<file path="src/rtl/hazard_pkg.sv">
// Shared types and helpers for the forwarding/hazard unit.
package hazard_pkg;

  localparam int FWD_SEL_W = 2;

  typedef logic [FWD_SEL_W-1:0] fwd_sel_t;

  typedef enum logic {
    RUN   = 1'b0,
    DRAIN = 1'b1
  } hz_state_e;

  // Select code meaning "take the operand from the register file".
  localparam fwd_sel_t FWD_REGFILE = '0;

  // Producer stage k is encoded as k+1 so that 0 stays free for the regfile.
  function automatic int fwd_code(input int k);
    return k + 1;
  endfunction

endpackage

</file>
<file path="src/rtl/hazard_scoreboard.sv">
// Pending-register scoreboard and outstanding-op counter for the multi-cycle unit.
module hazard_scoreboard
  import hazard_pkg::*;
#(
  parameter int REG_AW   = 5,
  parameter int MC_DEPTH = 4
) (
  input  logic                               clk,
  input  logic                               rst,
  input  logic                               issue,
  input  logic [REG_AW-1:0]                  issue_addr,
  input  logic                               retire,
  input  logic [REG_AW-1:0]                  retire_addr,
  output logic [(2**REG_AW)-1:0]             pending,
  output logic [$clog2(MC_DEPTH+1)-1:0]      count,
  output logic                               full
);

  localparam int CNT_AW = $clog2(MC_DEPTH + 1);
  localparam logic [CNT_AW-1:0] DEPTH_VAL = CNT_AW'(MC_DEPTH);

  // Retire clears first so that a same-cycle issue to the same register re-sets it.
  always_ff @(posedge clk or posedge rst) begin
    if (rst) begin
      pending <= '0;
    end else begin
      if (retire) begin
        pending[retire_addr] <= 1'b0;
      end
      if (issue && issue_addr != '0) begin
        pending[issue_addr] <= 1'b1;
      end
    end
  end

  // Outstanding-op count; issue and retire together cancel out.
  always_ff @(posedge clk or posedge rst) begin
    if (rst) begin
      count <= '0;
    end else begin
      case ({issue, retire})
        2'b10: if (count != DEPTH_VAL) count <= count + CNT_AW'(1);
        2'b01: if (count != '0)        count <= count - CNT_AW'(1);
        default: ;
      endcase
    end
  end

  assign full = (count == DEPTH_VAL);

endmodule

</file>
<file path="src/rtl/fwd_hazard_unit.sv">
// Operand forwarding, load-use and multi-cycle hazard detection, fence drain and stall counting.
module fwd_hazard_unit
  import hazard_pkg::*;
#(
  parameter int NUM_RS   = 2,
  parameter int NUM_FWD  = 2,
  parameter int REG_AW   = 5,
  parameter int MC_DEPTH = 4,
  parameter int CNT_W    = 32,
  localparam int SELW    = $clog2(NUM_FWD + 1)
) (
  input  logic                             i_clk,
  input  logic                             i_reset,
  input  logic [NUM_RS-1:0][REG_AW-1:0]    i_rs_addr_D,
  input  logic [NUM_RS-1:0]                i_rs_used_D,
  input  logic [REG_AW-1:0]                i_rd_addr_D,
  input  logic                             i_mc_req_D,
  input  logic                             i_fence_D,
  input  logic [REG_AW-1:0]                i_rd_addr_E,
  input  logic                             i_is_load_E,
  input  logic [NUM_FWD-1:0]               i_fwd_wren,
  input  logic [NUM_FWD-1:0][REG_AW-1:0]   i_fwd_addr,
  input  logic                             i_mc_issue,
  input  logic                             i_mc_wb_valid,
  input  logic [REG_AW-1:0]                i_mc_wb_addr,
  input  logic                             i_cnt_clr,
  output logic [NUM_RS-1:0][SELW-1:0]      o_fwd_sel,
  output logic                             o_stall_D,
  output logic                             o_flush_E,
  output logic                             o_mc_busy,
  output logic                             o_fence_done,
  output logic [CNT_W-1:0]                 o_stall_cycles
);

  localparam int NUM_REGS = 2**REG_AW;
  localparam int MC_CNT_W = $clog2(MC_DEPTH + 1);

  logic [NUM_REGS-1:0] pending;
  logic [MC_CNT_W-1:0] mc_count;
  logic                mc_full;
  logic                load_use;
  logic                mc_hazard;
  hz_state_e           state;

  hazard_scoreboard #(
    .REG_AW   (REG_AW),
    .MC_DEPTH (MC_DEPTH)
  ) u_scoreboard (
    .clk         (i_clk),
    .rst         (i_reset),
    .issue       (i_mc_issue),
    .issue_addr  (i_rd_addr_D),
    .retire      (i_mc_wb_valid),
    .retire_addr (i_mc_wb_addr),
    .pending     (pending),
    .count       (mc_count),
    .full        (mc_full)
  );

  // Walk stages oldest to youngest so the youngest matching producer overrides.
  always_comb begin
    o_fwd_sel = '0;
    for (int p = 0; p < NUM_RS; p++) begin
      o_fwd_sel[p] = SELW'(FWD_REGFILE);
      for (int k = NUM_FWD - 1; k >= 0; k--) begin
        if (i_fwd_wren[k] && i_fwd_addr[k] != '0 && i_fwd_addr[k] == i_rs_addr_D[p]) begin
          o_fwd_sel[p] = SELW'(fwd_code(k));
        end
      end
      if (i_reset) begin
        o_fwd_sel[p] = SELW'(FWD_REGFILE);
      end
    end
  end

  // Hazard sources; a register retiring this cycle is covered by regfile write-through.
  always_comb begin
    load_use  = 1'b0;
    mc_hazard = 1'b0;
    for (int p = 0; p < NUM_RS; p++) begin
      if (i_rs_used_D[p]) begin
        if (i_is_load_E && i_rd_addr_E != '0 && i_rs_addr_D[p] == i_rd_addr_E) begin
          load_use = 1'b1;
        end
        if (pending[i_rs_addr_D[p]] &&
            !(i_mc_wb_valid && i_mc_wb_addr == i_rs_addr_D[p])) begin
          mc_hazard = 1'b1;
        end
      end
    end
    if (pending[i_rd_addr_D] && !(i_mc_wb_valid && i_mc_wb_addr == i_rd_addr_D)) begin
      mc_hazard = 1'b1;
    end
    if (i_mc_req_D && mc_full) begin
      mc_hazard = 1'b1;
    end
  end

  assign o_stall_D = !i_reset && (load_use || mc_hazard || state == DRAIN);
  assign o_flush_E = !i_reset && (load_use || mc_hazard);
  assign o_mc_busy = (mc_count != '0);

  // Fence sequencing; fence_done is a registered pulse whenever a fence completes.
  always_ff @(posedge i_clk or posedge i_reset) begin
    if (i_reset) begin
      state        <= RUN;
      o_fence_done <= 1'b0;
    end else begin
      o_fence_done <= 1'b0;
      case (state)
        RUN: begin
          if (i_fence_D) begin
            if (mc_count != '0) begin
              state <= DRAIN;
            end else begin
              o_fence_done <= 1'b1;
            end
          end
        end
        DRAIN: begin
          if (mc_count == '0 || (mc_count == MC_CNT_W'(1) && i_mc_wb_valid)) begin
            state        <= RUN;
            o_fence_done <= 1'b1;
          end
        end
        default: state <= RUN;
      endcase
    end
  end

  // Saturating stall-cycle counter; clear beats increment.
  always_ff @(posedge i_clk or posedge i_reset) begin
    if (i_reset) begin
      o_stall_cycles <= '0;
    end else if (i_cnt_clr) begin
      o_stall_cycles <= '0;
    end else if (o_stall_D && o_stall_cycles != '1) begin
      o_stall_cycles <= o_stall_cycles + CNT_W'(1);
    end
  end

endmodule

</file>
<file path="config.mk">
export PLATFORM = sky130hd
export DESIGN_NAME = fwd_hazard_unit
export DESIGN_NICKNAME = d
export VERILOG_FILES = /design/src/rtl/hazard_pkg.sv /design/src/rtl/hazard_scoreboard.sv /design/src/rtl/fwd_hazard_unit.sv
export SDC_FILE = /design/constraint.sdc
export NUM_CORES = 1
export LEC_CHECK = 0
export BUFFER_PORTS_ARGS = -buffer_cell sky130_fd_sc_hd__buf_2
export CAP_MARGIN = 0
export CORE_ASPECT_RATIO = 1.1
export CORE_MARGIN = 8
export CORE_UTILIZATION = 29
export CTS_CLUSTER_SIZE = 8
export DETAILED_ROUTE_END_ITERATION = 12
export GPL_TIMING_DRIVEN = 1
export PLACE_DENSITY = 0.47
export SYNTH_ARGS = -nofsm -noshare
export SYNTH_HDL_FRONTEND = slang
export SYNTH_SLANG_ARGS = --single-unit
export TNS_END_PERCENT = 5
</file>
<file path="constraint.sdc">
create_clock -name i_clk -period 9.9 [get_ports i_clk]
set_clock_uncertainty 0.1 [all_clocks]
set_input_delay 0.99 -clock i_clk [delete_from_list [all_inputs] [get_ports i_clk]]
set_output_delay 0.99 -clock i_clk [all_outputs]
set_load 0.01 [all_outputs]
</file>
; ---- Word-level counts from Yosys, hierarchy flattened
; Cells that the tools add are included.
[word_totals]
reg_bits = 69
in_bits = 47
out_inout_bits = 40
word_cells = 115
[op_classes]
add_sub_neg = 3
order_cmp = 6
n_eq_ne = 17
n_mux = 41
bitwise_logic = 4
n_reduce_logical = 39
[op_table]
columns = cell, count
row1 = $mux W32, 4
row2 = $eq A5 B5 Y1, 9
row3 = $add A32 B1 Y32 const B, 1
row4 = $and A32 B32 Y32, 1
row5 = $ne A32 B32 Y1 const B, 1
row6 = $not A32 Y32, 1
row7 = $or A32 B32 Y32, 1
row8 = $lt A5 B6 Y1 const B, 4
row9 = $logic_and A1 B1 Y1, 23
row10 = $mux W1, 21
row11 = $reduce_bool A5 Y1, 4
row12 = $bmux W1 S5, 3
row13 = $mux W2, 6
row14 = $demux W1 S5, 2
row15 = $ge A5 B1 Y1 const B, 2
row16 = $mux W3, 2
row17 = $pmux W3 S2, 1
row18 = $logic_not A1 Y1, 4
row19 = $pmux W1 S2, 2
row20 = $reduce_bool A2 Y1, 2
row21 = $add A3 B1 Y3 const B, 1
row22 = $eq A3 B1 Y1 const B, 1
row23 = $eq A3 B3 Y1 const B, 1
row24 = $logic_not A3 Y1, 1
row25 = 10 further kinds, 12

; ---- Depth between registers and ports, before layout
; Gate-level depths: netlist of run 1.
[depth]
ltp_word = 16
mapped_depth = 11
mapped_depth_nobuf = 8

; ---- Cells and area by module
; Synthesis of run 1 repeated with hierarchy kept, for this count alone.
[unflattened]
cells_unflattened = 509
area_unflattened_um2 = 4894.7
[modules_own_cells]
columns = module, n_inst, cells_each, area_each_um2, seq_area_each_um2
row1 = fwd_hazard_unit, 1, 356, 3330.7, 850.8
row2 = hazard_scoreboard, 1, 153, 1564.0, 875.8

; ---- Worst setup path before layout of run 1
; No wires, ideal clock.
[synth_path]
kind = input to output
start = input port i_reset
end = output port o_fwd_sel[1] in the netlist's numbering
arrival_ns = 3.816
t_required_ns = 8.810
slack_ns = 4.994
cell_stages = 5
n_path_buf = 1
path_cell_list = clkbuf_1 -> inv_1 -> o211ai_1 -> or4_1 -> nor4_1
[synth_lines]
columns = item, line
row1 = start: declaration, fwd_hazard_unit.sv:13  ; input logic i_reset,
row2 = end: declaration, fwd_hazard_unit.sv:27  ; output logic [NUM_RS-1:0][SELW-1:0] o_fwd_sel,

; ---- Worst setup path in the final report of run 1
[layout_path]
start = input port i_rs_addr_D[5] in the netlist's numbering
end = output port o_stall_D
[layout_between]
elab_chain_cells = 11
elab_cells_between_ends = 17
classes_between = 2 x eq/ne / 8 x mux / 7 x reduce/logical
[layout_rtl]
columns = item, line
row1 = start: declaration, fwd_hazard_unit.sv:14  ; input logic [NUM_RS-1:0][REG_AW-1:0] i_rs_addr_D,
row2 = branches (longest 8 deep; another with $bmux W1 S5), -
row3 = $logic_or A1 B1 Y1 (*) (2 in a row), fwd_hazard_unit.sv:99  ; assign o_stall_D = !i_reset && (load_use || mc_hazard || state == DRAIN);
row4 = $logic_and A1 B1 Y1 (*), fwd_hazard_unit.sv:99
row5 = end: declaration, fwd_hazard_unit.sv:28  ; output logic o_stall_D,
; Every way passes the cells marked *. The select of a mux whose other input is x is not followed.

==> results.json, run 1 <==
{
  "grt_pass1_wl_um": 27500,
  "portBuffers": 86,
  "clk_pin_slew_worst_paths_ps": 60,
  "initial_core_util_pct": 29.7,
  "holdWs_ps": 469,
  "dpl.hpwl_um": 12500,
  "nets": 680,
  "rows": 51,
  "pin_count": 87,
  "coreArea_um2": 17700,
  "cts_setup_buffers": 0,
  "postLayoutCoreUtil_pct": 34.4,
  "status": "complete, no violations",
  "synth_ff_type": "dfrtp_1",
  "slew_violations": 0,
  "grt.overflow.total": 0,
  "routedWlPerCell_um": 20.1,
  "synth-edff-count": 0,
  "p_total_uw": 974,
  "clockBufferDepth": 2,
  "place_area_um2": 5760,
  "areaGrowthSynthToFinish_pct": 15.9,
  "synth_cell_types": 58,
  "track_usage_pct": 15.6,
  "grt_setup_unrepaired": "no",
  "die_w_um": 144,
  "reg2reg_from": "o_stall_cycles[0]",
  "first_pass_iters": 5,
  "final_cells": 872,
  "post_cts_resized": 0,
  "path_max_fanout": 55,
  "tritoncts": "yes",
  "start_kind": "input port",
  "r2r_setup_slack_ps": 6730,
  "globalplace.congestion": 0.823,
  "fin_area_um2": 6100,
  "fmax_ghz": 0.214,
  "period_share_pct": 47.2,
  "whs_path_depth": 2,
  "synth-seq-cells": 69,
  "numCtsBuffers": 9,
  "report.final.hold_viol_count": 0,
  "cts_root_buffer": "clkbuf_16",
  "r2r-end": "o_stall_cycles[0]",
  "grt_max_degree": 73,
  "ys_async_sr_fraction_pct": 100,
  "syn_inst": 572,
  "finalCriticalPeriod_ps": 4680,
  "hold_start": "u_scoreboard.count[1]",
  "syn-num-nets": 624,
  "crit_required_ps": 8810,
  "final_antenna_net_count": 0,
  "ir_worst_vdd_mv": 0.0693,
  "ys_seq_area_share_pct": 32.8,
  "relSlewSlack_pct": 33.7,
  "leakagePower_nw": 2.42,
  "fin_setup_tns_ps": 0,
  "yosys_warnings": 0,
  "antenna_found_initial": 3,
  "grt_pass1_vias": 4950,
  "dieArea_um2": 22700,
  "worstMarginPinSlew_ps": 986,
  "fin_ws_ps": 5220,
  "wl_um": 17500,
  "path_class": "input port to primary output",
  "synth_area_um2": 5260,
  "pwr_density_cell_nw_per_um2": 160,
  "cts_hold_buf": 0,
  "die_y_um": 157,
  "drt_iter0_markers": 329,
  "insertion_delay_ps": 340,
  "vias_per_cell": 5.65,
  "dp.cells": 855,
  "crit_path_end_kind": "primary output",
  "drive_above_1_share_pct": 21.8,
  "cts_sinks": 69,
  "arrival_ps": 3590,
  "setup_viol": 0,
  "holdPathEnd": "u_scoreboard.count[1]",
  "drc": 0,
  "ff2ff_path_depth": 8,
  "synth.avg_cell_area_um2": 9.20,
  "cap_violations": 0,
  "cts_max_level": 3,
  "pre_cts_slack_ps": 5260,
  "vias": 4924,
  "min_path_type": "flip-flop to flip-flop"
}
-- logic make-up (layout without fill, tap and decap cells) --
group / Yosys count / count (layout) / share of synthesized area (%)
AOI/OAI and AO/OA: 150 / 150 / 17.3
buffers and inverters: 56 / 117 / 5.56
muxes: 51 / 51 / 12.9
adders and majority gates: 5 / 5 / 1.19
other: 0 / 1 / 0
DFF: 69 / 69 / 32.8
and+or+nand+nor: 193 / 193 / 22.3
xor gates and xnor gates: 48 / 48 / 7.99
-- cell type report --
type,instances,area [um2]
tap,238,298
inverter,12,45.0
antenna,1,2.50
clock inverter,6,93.8
timing repair buffer,89,453
multi-input combinational,447,3240
sequential,69,1730
clock buffer,10,239
fill,1871,11600
-- Yosys cell counts, types with 12 or more instances --
cell / instances / area [um2]
o21ai_0: 71 / 355
dfrtp_1: 69 / 1730
xnor2_1: 35 / 307
nand3_1: 34 / 170
mux2i_1: 29 / 290
a21oi_1: 28 / 140
or4_1: 27 / 203
clkbuf_1: 24 / 90.1
nand2_1: 21 / 78.8
nor2_1: 19 / 71.3
o31ai_1: 19 / 143
nand3b_1: 15 / 113
xor2_1: 13 / 114
inv_1: 12 / 45.0
nand4_1: 12 / 75.1
-- routing by layer --
metal,global-route usage [%],part of all wire (%),wire length [um],vias to the layer above
met3,3.97,6.8,1200,22
met2,25.2,48,8420,155
met1,20.2,44,7640,2459
met4,3.87,1.1,200,6
li1,-,-,-,2282
met5,0,0.19,34,-
-- worst max-delay path by stage --
| stage | from | end | slack (ps) | cells after the start |
|---|---|---|---|---|
| after detailed placement | i_rs_addr_D[0] | o_stall_D | 5260 | 9 |
| after global routing | i_rs_addr_D[5] | o_stall_D | 5040 | 9 |
| after floorplan | i_reset | o_fwd_sel[1] | 4990 | 5 |
| after CTS | i_rs_addr_D[0] | o_stall_D | 5250 | 9 |
| final | i_rs_addr_D[5] | o_stall_D | 5220 | 9 |
| after global placement | i_rs_addr_D[5] | o_stall_D | 5260 | 9 |
-- worst max-delay path: stages --
cell and delay [ps]:
buf_2 270, mux4_1 580, nor2b_1 140, a2111oi_0 440, a2111oi_1 180, nor4b_4 270
buf_4 460, nor2_1 70, buf_2 150
-- where the power goes --
part / switching (mW) / internal, mW / leakage, nW
registers: 0.0565 / 0.323 / 0.898
logic: 0.128 / 0.105 / 1.36
clock network: 0.132 / 0.229 / 0.159
total: 0.317 / 0.657 / 2.42
-- layout by cell type (no fill, tap or decap), types with 3 or more instances in the layout --
master,instances
xor2_1,13
or4_1,27
mux2i_1,29
a22oi_1,3
ha_1,5
a311oi_1,3
or3b_2,8
inv_1,11
nand4_1,12
nor2b_1,10
nor4_1,6
nand3b_1,15
clkbuf_16,9
xnor2_1,35
o221ai_1,8
mux4_1,4
nor3_1,11
nand3_1,34
a21oi_1,28
o21ai_0,71
and3_1,4
mux4_2,7
nor2_1,19
buf_4,3
o31ai_1,19
dfrtp_1,69
nand2b_1,3
buf_2,86
nand2_1,21
and4_1,3
or3_1,11
mux2_2,9
-- state kept, by name, summed over array words and instances, names as in the netlist --
signal,cells
o_fence_done,1
o_stall_cycles,32
state,1
u_scoreboard.count,3
u_scoreboard.pending,32
Note: power is estimated with default switching activity, not from simulation.
==> run 2, diff against run 1 <==
Settings changed: PLACE_DENSITY 0.47 to 0.48.
Clock period 9.9 ns to 3.78 ns, I/O delays scaled along.
==> results.json, run 2 (synthesis gave the netlist of run 1 again) <==
{
  "areaGrowthSynthToFinish_pct": 16.8,
  "vias_per_cell": 5.62,
  "layout_common_cells": "buf_2, o21ai_0, dfrtp_1",
  "arrival_ps": 2850,
  "dpl.hpwl_um": 12500,
  "drive_above_1_share_pct": 22.2,
  "crit_path_end_kind": "primary output",
  "cts_sinks": 69,
  "grt_pass1_vias": 4938,
  "leakagePower_nw": 2.45,
  "finalCriticalPeriod_ps": 3330,
  "tritoncts": "yes",
  "relSlewSlack_pct": 35.8,
  "whs_path_depth": 2,
  "pin_count": 87,
  "cap_violations": 0,
  "fmax_ghz": 0.300,
  "min_path_type": "input port to flip-flop",
  "ff2ff_path_depth": 7,
  "vias": 4915,
  "pre_cts_slack_ps": 420,
  "first_pass_iters": 5,
  "insertion_delay_ps": 340,
  "setup_viol": 0,
  "report.final.hold_viol_count": 0,
  "initial_core_util_pct": 29.7,
  "nFillCells": 1873,
  "fin_setup_tns_ps": 0,
  "track_usage_pct": 15.5,
  "globalplace.congestion": 0.867,
  "cts_max_level": 3,
  "nets": 683,
  "routedWlPerCell_um": 19.9,
  "mostFrequentLayoutCell": "buf_2",
  "post_cts_resized": 0,
  "grt_max_degree": 73,
  "grt_pass1_wl_um": 27400,
  "clk_pin_slew_worst_paths_ps": 60,
  "cts_root_buffer": "clkbuf_16",
  "start_kind": "input port",
  "rows": 51,
  "antenna_found_initial": 0,
  "place_area_um2": 5800,
  "grt_setup_unrepaired": "no",
  "top_regs": "o_stall_cycles: 32 flops, u_scoreboard.pending: 32 flops, u_scoreboard.count: 3 flops",
  "final_antenna_net_count": 0,
  "drt_iter0_markers": 419,
  "crit_required_ps": 3300,
  "diodes": 0,
  "drc": 0,
  "slew_violations": 0,
  "grt.overflow.total": 0,
  "fin_area_um2": 6150,
  "wl_um": 17400,
  "worstMarginPinSlew_ps": 964,
  "status": "complete, no violations",
  "clockBufferDepth": 2,
  "portBuffers": 86,
  "pwr_density_cell_nw_per_um2": 426,
  "die_y_um": 157,
  "cts_hold_buf": 0,
  "die_w_um": 144,
  "path_max_fanout": 55,
  "numCtsBuffers": 9,
  "dieArea_um2": 22700,
  "period_share_pct": 88.1,
  "cts_setup_buffers": 0,
  "path_class": "input port to primary output",
  "coreArea_um2": 17700,
  "ir_worst_vdd_mv": 0.248,
  "fin_ws_ps": 449
}
run 2: worst paths after layout:
check,start,endpoint,slack (ps)
max in group asynchronous,i_reset,u_scoreboard.pending[7],2590
max,i_rs_addr_D[5],o_stall_D,450
min reg2reg,u_scoreboard.count[1],u_scoreboard.count[1],470
min,i_fence_D,state,190
max reg2reg,o_stall_cycles[12],o_stall_cycles[0],680
min in group asynchronous,i_reset,o_fence_done,370
run 2: critical path, stage by stage:
cell and delay [ps]:
buf_2 300, mux4_1 590, nor2b_1 140, a2111oi_0 440, a2111oi_1 180, nor4b_4 330
buf_12 270, nor2_1 60, buf_2 140
run 2: cell type report:
class / count / area, um2 / area share [%]
Clock inverter: 7 / 121 / 1.97
Clock buffer: 9 / 225 / 3.66
Inverter: 12 / 45.0 / 0.733
Multi-Input combinational cell: 447 / 3240 / 52.7
Timing Repair Buffer: 92 / 488 / 7.94
Sequential cell: 69 / 1730 / 28.1
Tap cell: 238 / 298 / 4.85
run 2: through the flow:
stage                     cells  power (mW)  hold WS [ps]  util [%]
after floorplan             572        1.41           393         -
after global placement      858        1.60           436      32.7
after detailed placement    858        1.62           448      32.7
after CTS                   874        2.64           168      34.6
after global routing        874        2.76           169      34.6
final                       874        2.62           187      34.6
run 2: report_power, final:
part	internal (mW)	total [mW]	switching (mW)
clock network	0.650	1.01	0.357
registers	0.845	0.991	0.146
logic	0.280	0.622	0.342
run 2: routing by layer:
layer	vias to the layer above	part of all wire [%]	global-route usage, %
li1	2290	-	-
met1	2462	44	20.1
met2	148	49	25.5
met3	15	5.9	3.45
met4	0	1.1	4.17
met5	-	0	0
==> run 3, diff against run 2 <==
Settings changed: MAX_ROUTING_LAYER set to met4.
==> results.json, run 3 (synthesis gave the netlist of run 1 again) <==
{
  "initial_core_util_pct": 29.7,
  "min_path_type": "input port to flip-flop",
  "diodes": 0,
  "track_usage_pct": 15.9,
  "ir_worst_vdd_mv": 0.248,
  "relSlewSlack_pct": 36.1,
  "cts_sinks": 69,
  "vias": 4930,
  "leakagePower_nw": 2.45,
  "path_class": "flip-flop to primary output",
  "cts_root_buffer": "clkbuf_16",
  "insertion_delay_ps": 350,
  "nFillCells": 1873,
  "fmax_ghz": 0.298,
  "top_regs": "o_stall_cycles: 32 flops, u_scoreboard.pending: 32 flops, u_scoreboard.count: 3 flops",
  "tritoncts": "yes",
  "areaGrowthSynthToFinish_pct": 16.8,
  "dp.cells": 858,
  "cts_hold_buf": 0,
  "rows": 51,
  "crit_required_ps": 3300,
  "reg2reg_from": "o_stall_cycles[12]",
  "seq_area_um2": 1730,
  "final_antenna_net_count": 0,
  "grt.overflow.total": 0,
  "routedWlPerCell_um": 19.9,
  "crit_path_end_kind": "primary output",
  "grt_pass1_vias": 4955,
  "holdWs_ps": 185,
  "arrival_ps": 2880,
  "crit_start": "u_scoreboard.pending[1]",
  "clk_pin_slew_worst_paths_ps": 60,
  "pwr_density_cell_nw_per_um2": 427,
  "first_pass_iters": 5,
  "antenna_found_initial": 0,
  "final_cells": 874,
  "p_total_mw": 2.62,
  "setup_viol": 0,
  "multi_input_area_um2": 3240,
  "crit_chain": "mux4_1, nor2b_1, a2111oi_0, a2111oi_1, nor4b_4, buf_12, nor2_1, buf_2",
  "portBuffers": 86,
  "status": "complete, no violations",
  "grt_max_degree": 73,
  "drt_iter0_markers": 447,
  "dieArea_um2": 22700,
  "mostFrequentLayoutCell": "buf_2",
  "critPathSlowestCell": "mux4_1",
  "cts_setup_buffers": 0,
  "coreArea_um2": 17700,
  "nets": 683,
  "drc": 0,
  "grt_setup_unrepaired": "no",
  "start_kind": "flip-flop",
  "post_cts_resized": 0,
  "cap_violations": 0,
  "fin_setup_tns_ps": 0,
  "path_max_fanout": 55,
  "clockBufferDepth": 2,
  "period_share_pct": 88.8,
  "die_y_um": 157,
  "worstMarginPinSlew_ps": 959,
  "numCtsBuffers": 9,
  "globalplace.congestion": 0.881,
  "dpl.hpwl_um": 12500,
  "hold_start": "i_fence_D",
  "finalCriticalPeriod_ps": 3360,
  "layout_common_cells": "buf_2, o21ai_0, dfrtp_1",
  "report.final.hold_viol_count": 0,
  "pin_count": 87,
  "path_delay_family": "compound AO/OA/AOI/OAI gates",
  "cts_max_level": 3,
  "cp.buffers_inverters": 2,
  "wl_um": 17400,
  "vias_per_cell": 5.64,
  "slew_violations": 0,
  "drive_above_1_share_pct": 22.2,
  "cpPeakStageDelay_ps": 510,
  "grt_pass1_wl_um": 27400,
  "die_w_um": 144
}
run 3: cell counts in the layout (fill, tap and decap cells not counted):
Identical to the previous run, type by type.
run 3: metrics by stage:
step | cell area (um2) | worst slack, ps | utilization, %
floorplan | 5260 | 98.2 | -
global placement | 5800 | 472 | 32.7
detailed placement | 5800 | 420 | 32.7
CTS | 6150 | 416 | 34.6
global route | 6150 | 299 | 34.6
finish | 6150 | 424 | 34.6
run 3: layout make-up:
type | count | share of cell area (%)
well taps | 238 | 4.85
repair buffers | 92 | 7.94
inverters | 12 | 0.733
clock buffers | 9 | 3.66
clock inverters | 7 | 1.97
flip-flops and latches | 69 | 28.1
multi-input cells | 447 | 52.7
run 3: per-layer routing:
layer	wire, um	vias up	GRT usage, %
li1	-	2293	-
met1	7870	2477	20.1
met2	8450	143	25.6
met3	884	17	3.18
met4	193	0	4.17
met5	0	-	-
run 3: where the power goes:
group	switching [mW]	internal, mW
combinational	0.341	0.280
clock	0.358	0.650
sequential	0.148	0.845
total	0.848	1.78
run 3: path summary, 6_finish.rpt:
check	to	depth (start not counted)	slack, ps
min	state	2	180
max reg2reg	o_stall_cycles[0]	7	680
min reg2reg	u_scoreboard.count[1]	2	470
max in group asynchronous	u_scoreboard.pending[7]	3	2590
max	o_stall_D	8	420
min in group asynchronous	o_fence_done	3	360
